$ cat src/rtl/multi_clock_divider_if.sv
// Register-write and output bundle for multi_clock_divider.
// The master side drives enables and divisor writes; the slave side is the divider.
interface multi_clock_divider_if #(
  parameter int NUM_CH = 4,
  parameter int DIV_W  = 32
);
  localparam int CH_W = (NUM_CH > 1) ? $clog2(NUM_CH) : 1;

  logic [NUM_CH-1:0] en;
  logic              wr_en;
  logic [CH_W-1:0]   wr_ch;
  logic [DIV_W-1:0]  wr_div;
  logic [NUM_CH-1:0] clk_div;
  logic [NUM_CH-1:0] tick;

  modport master (
    output en, wr_en, wr_ch, wr_div,
    input  clk_div, tick
  );

  modport slave (
    input  en, wr_en, wr_ch, wr_div,
    output clk_div, tick
  );
endinterface

$ cat src/rtl/multi_clock_divider.sv
// Runtime-programmable multi-channel clock divider / tick generator.
// Optional macro MULTI_CLKDIV_SYNC_EN adds a 'sync' input that phase-aligns all channels.
module multi_clock_divider #(
  parameter int          NUM_CH      = 4,
  parameter int          DIV_W       = 32,
  parameter int unsigned DEFAULT_DIV = 50000000
) (
  input logic clk,
  input logic rst,
`ifdef MULTI_CLKDIV_SYNC_EN
  input logic sync,
`endif
  multi_clock_divider_if.slave bus
);

  localparam int CH_W = (NUM_CH > 1) ? $clog2(NUM_CH) : 1;
  localparam logic [DIV_W-1:0] DEF_DIV = DIV_W'(DEFAULT_DIV);

  logic [NUM_CH-1:0] clk_div_q;
  logic [NUM_CH-1:0] tick_q;

  assign bus.clk_div = clk_div_q;
  assign bus.tick    = tick_q;

  for (genvar i = 0; i < NUM_CH; i++) begin : g_ch
    logic [DIV_W-1:0] count;
    logic [DIV_W-1:0] act;
    logic [DIV_W-1:0] pend;
    logic             wr_hit;
    logic             halted;
    logic             wrap;

    // Out-of-range channel numbers never match any channel, so they are dropped.
    assign wr_hit = bus.wr_en && (bus.wr_ch == CH_W'(i));
    assign halted = (act == '0);
    assign wrap   = !halted && (count == act - DIV_W'(1));

    // A new divisor only takes over at a period boundary; a write landing on
    // that very boundary bypasses pend so it is not delayed a whole period.
    always_ff @(posedge clk) begin
      if (rst) begin
        count        <= '0;
        act          <= DEF_DIV;
        pend         <= DEF_DIV;
        clk_div_q[i] <= 1'b0;
        tick_q[i]    <= 1'b0;
      end
`ifdef MULTI_CLKDIV_SYNC_EN
      else if (sync) begin
        count        <= '0;
        act          <= pend;
        clk_div_q[i] <= 1'b0;
        tick_q[i]    <= 1'b0;
        if (wr_hit) begin
          pend <= bus.wr_div;
        end
      end
`endif
      else begin
        tick_q[i] <= 1'b0;
        if (wr_hit) begin
          pend <= bus.wr_div;
        end
        if (bus.en[i]) begin
          if (halted) begin
            count <= '0;
            act   <= pend;
          end else if (wrap) begin
            count        <= '0;
            clk_div_q[i] <= ~clk_div_q[i];
            tick_q[i]    <= 1'b1;
            act          <= wr_hit ? bus.wr_div : pend;
          end else begin
            count <= count + DIV_W'(1);
          end
        end
      end
    end
  end

endmodule
$ cat src/flat_wrapper.sv
// flat-port wrapper written by rule: the top's interface ports become plain ports
module multi_clock_divider_flat 
#(
  parameter int          NUM_CH      = 4,
  parameter int          DIV_W       = 32,
  parameter int unsigned DEFAULT_DIV = 50000000
)
  (clk, rst, bus_en, bus_wr_en, bus_wr_ch, bus_wr_div, bus_clk_div, bus_tick);
  multi_clock_divider_if #(.NUM_CH(NUM_CH), .DIV_W(DIV_W)) bus_i ();
  input logic clk;
  input logic rst;
  input wire logic [$bits(bus_i.en)-1:0] bus_en;
  input wire logic [$bits(bus_i.wr_en)-1:0] bus_wr_en;
  input wire logic [$bits(bus_i.wr_ch)-1:0] bus_wr_ch;
  input wire logic [$bits(bus_i.wr_div)-1:0] bus_wr_div;
  output wire logic [$bits(bus_i.clk_div)-1:0] bus_clk_div;
  output wire logic [$bits(bus_i.tick)-1:0] bus_tick;
  assign bus_i.en = bus_en;
  assign bus_i.wr_en = bus_wr_en;
  assign bus_i.wr_ch = bus_wr_ch;
  assign bus_i.wr_div = bus_wr_div;
  assign bus_clk_div = bus_i.clk_div;
  assign bus_tick = bus_i.tick;
  multi_clock_divider #(.NUM_CH(NUM_CH), .DIV_W(DIV_W), .DEFAULT_DIV(DEFAULT_DIV)) u_core (.clk(clk), .rst(rst), .bus(bus_i));
endmodule
$ cat config.mk
export PLATFORM = sky130hd
export DESIGN_NAME = multi_clock_divider_flat
export DESIGN_NICKNAME = d
export VERILOG_FILES = /design/src/rtl/multi_clock_divider_if.sv /design/src/rtl/multi_clock_divider.sv /design/src/flat_wrapper.sv
export SDC_FILE = /design/constraint.sdc
export NUM_CORES = 1
export LEC_CHECK = 0
export ABC_AREA = 1
export ABC_CLOCK_PERIOD_IN_PS = 6900
export BUFFER_PORTS_ARGS = -buffer_cell sky130_fd_sc_hd__buf_4
export CAP_MARGIN = 20
export CORE_UTILIZATION = 35
export DETAILED_ROUTE_END_ITERATION = 16
export PLACE_DENSITY = 0.46
export SLEW_MARGIN = 0
export SYNTH_ARGS = -nofsm -noshare
export SYNTH_HDL_FRONTEND = slang
export SYNTH_SLANG_ARGS = --single-unit
$ cat constraint.sdc
create_clock -name clk -period 6.9 [get_ports clk]
set_input_delay 1.725 -clock clk [delete_from_list [all_inputs] [get_ports clk]]
set_output_delay 1.725 -clock clk [all_outputs]
set_load 0.02 [all_outputs]
==> flow_summary.ini <==
[synthesis]
yosys.area.top_type = dfxtp_1
syn_inst = 3944
synthFlopType = dfxtp_1
synth_edf_count = 0
yosysTopAreaCellShare_pct = 32.1
synthTopCellsByCount = nand2_1, nor2_1, dfxtp_1, nand3_1, inv_1
synth.yosys.seq_area_share_pct = 32.1
syn_area_per_cell_um2 = 6.20
syn_nets = 3997
yosys_warnings = 0
synth_area_mm2 = 0.0245
yosysMostFrequentCell = nand2_1
synth_seq_cells = 392
post_synth_num_cell_types = 43
synth_area_leaders = dfxtp_1, nand2_1, nor2_1
ys_async_sr_fraction_pct = 0

[critical_path]
end_kind = register
rr_startpoint = u_core.g_ch[1].act[0]$_SDFFE_PP0P_
cp.arrival_ps = 4290
r2r-end = u_core.g_ch[1].count[31]$_SDFFE_PP0P_
critPathLaunchType = register
critical_path_class = reg2reg
path_max_fanout = 28
crit_end = u_core.g_ch[1].count[31]$_SDFFE_PP0P_
cp.required_ps = 7360
worstRegToRegCells = 17
crit_start = u_core.g_ch[1].act[0]$_SDFFE_PP0P_
regToRegSetupSlack_ps = 3070

[grt]
grt_max_degree = 79
grt_pass1_wl_um = 127000
antenna_found_initial = 0
grtUsageTotal_pct = 22.6
grt-ovfl-total = 0
grt_pass1_vias = 22500

[clocking]
cts_root_buf = clkbuf_16
cts_tree = done
clk_pin_slew_ps = 60
post_cts_buffers = 0
cts_resized = 0
cts.sinks = 392
cts_hold_buffers = 0
clock_latency_ps = 590
clk_path_buf_depth = 3
cts_buffers = 48
htree_levels = 2

[detailed_routing]
wirelength_um = 79700
first_pass_iters = 6
via_per_inst = 4.87
num_vias = 23800
drt_iter0_markers = 1624
drc = 0
wl_per_cell_um = 16.3
ant_nets = 0

[die]
io_pins = 49
row_count = 96
fp.dieH_um = 266
die_w_um = 266
core_area_mm2 = 0.0688
initial_core_util_pct = 35.5
die_area_mm2 = 0.0710

[power_and_ir_drop]
p_leak_nw = 11.8
p_per_area_mw_per_mm2 = 191
peakVddDrop_mv = 0.172

[finish]
antenna_cells = 0
nNetsFinal = 3962
post-route-cell-area_mm2 = 0.0270
final_layout_size_suffix_gt1_share_pct = 5.52
stdcell_count = 4879
n_fill_cell = 7655
area_growth_pct = 10.5

[flow_run]
drv_cap = 0

[sta]
rsz0062_at_grt = false
slew_viol_final = 0
period_minus_slack_ps = 3830
holdWs_ps = 466
worst_slew_pin_slew_ps = 976
setup-violations-final = 0
hold_viol_final = 0
max_freq_mhz = 261
finalClockSkew_ps = 9.34
relSlewSlack_pct = 35.0
timing.setup.tns_ps = 0
period_share_pct = 55.5

[place]
place_inst = 4790
dp_hpwl_um = 59300
placed_area_mm2 = 0.0254
io_buffer_count = 48
gp_congestion = 0.905

[run_status]
status = finished clean

[min_path]
hold_depth = 2
hp-class = reg2reg
[report_power, final]
group | internal [mW] | switching, mW | total (mW)
registers | 2.30 | 0.0226 | 2.32
clock network | 1.54 | 1.04 | 2.58
logic | 0.0794 | 0.193 | 0.272
total | 3.92 | 1.25 | 5.18
[logic make-up after synthesis]
kind of cell / share of synthesized area, %
AND/OR/NAND/NOR: 42.5
flip-flops: 32.1
buffers and inverters: 8.01
multiplexers: 1.64
XOR/XNOR: 8.04
adder cells (fa/ha/maj): 0.614
AO/OA/AOI/OAI: 7.13
[registers in the layout, indices dropped and copies added (netlist names)]
name and cells:
u_core.bus.tick 4, u_core.bus.clk_div 4, u_core.g_ch.act 128, u_core.g_ch.pend 128, u_core.g_ch.count 128
[worst min-delay path by stage]
stage	endpoint	startpoint	slack [ps]
floorplan	u_core.g_ch[0].pend[12]$_SDFF_PP1_	u_core.g_ch[0].pend[12]$_SDFF_PP1_	440
global placement	u_core.g_ch[2].pend[19]$_SDFF_PP1_	u_core.g_ch[2].pend[19]$_SDFF_PP1_	450
detailed placement	u_core.g_ch[2].pend[13]$_SDFF_PP1_	u_core.g_ch[2].pend[13]$_SDFF_PP1_	460
CTS	u_core.g_ch[2].pend[23]$_SDFF_PP1_	u_core.g_ch[2].pend[23]$_SDFF_PP1_	470
global route	u_core.g_ch[2].pend[20]$_SDFF_PP1_	u_core.g_ch[2].pend[20]$_SDFF_PP1_	490
finish	u_core.g_ch[2].pend[19]$_SDFF_PP1_	u_core.g_ch[2].pend[19]$_SDFF_PP1_	470
[stage by stage]
stage,power [mW],util [%],worst slack (ps)
floorplan,2.55,-,3420
global placement,2.65,37.0,2570
detailed placement,2.65,37.0,2520
CTS,5.26,39.3,3050
global route,5.39,39.3,2580
finish,5.18,39.3,3070
[layer usage]
layer | track usage, % | vias to the layer above | part of all wire (%)
li1 | - | 12500 | -
met1 | 32.4 | 10800 | 50
met2 | 36.0 | 386 | 44
met3 | 2.38 | 79 | 3.8
met4 | 5.22 | 0 | 1.9
met5 | 0 | - | 0
[worst max-delay path: stages (launching register included)]
cell and delay [ps]:
dfxtp_1 320, inv_1 160, ha_1 270, nand2_2 110, nor2_2 420, nand2_2 230
o21ai_1 220, nand2_1 70, nand2_1 70, nand2_1 50, nor2_1 120, nand2_1 60
nor2_1 180, nand2_1 100, nand2_1 550, nand2_2 150, nand2_2 470, nor2_1 100
[cell type report]
class                           instances  area (um^2)  share of cell area, %
Timing Repair Buffer                   62          465                   1.72
Clock buffer                           74         1440                   5.33
Inverter                              332         1250                   4.63
Sequential cell                       392         7850                   29.0
Tap cell                              931         1160                   4.31
Multi-Input combinational cell       3073        14700                   54.4
Clock inverter                         15          160                  0.592
[cell usage in the layout (no fill, tap or decap), types with 13 or more instances in the layout]
cell type,netlist,layout
nor3_1,47,47
nand4_1,83,83
nor4_1,16,16
nand3b_1,28,28
inv_1,325,325
nand2_1,1025,1025
nand3_1,334,331
a21oi_1,171,171
mux2i_1,40,40
o21ai_0,139,139
nor2_4,11,15
xnor2_1,69,69
nand2_2,13,13
nor2_1,848,844
clkbuf_1,90,13
dfxtp_1,392,392
clkbuf_16,0,49
buf_4,11,62
xor2_1,148,148
nor2_2,18,18
Note: power is estimated with default switching activity, not from simulation.
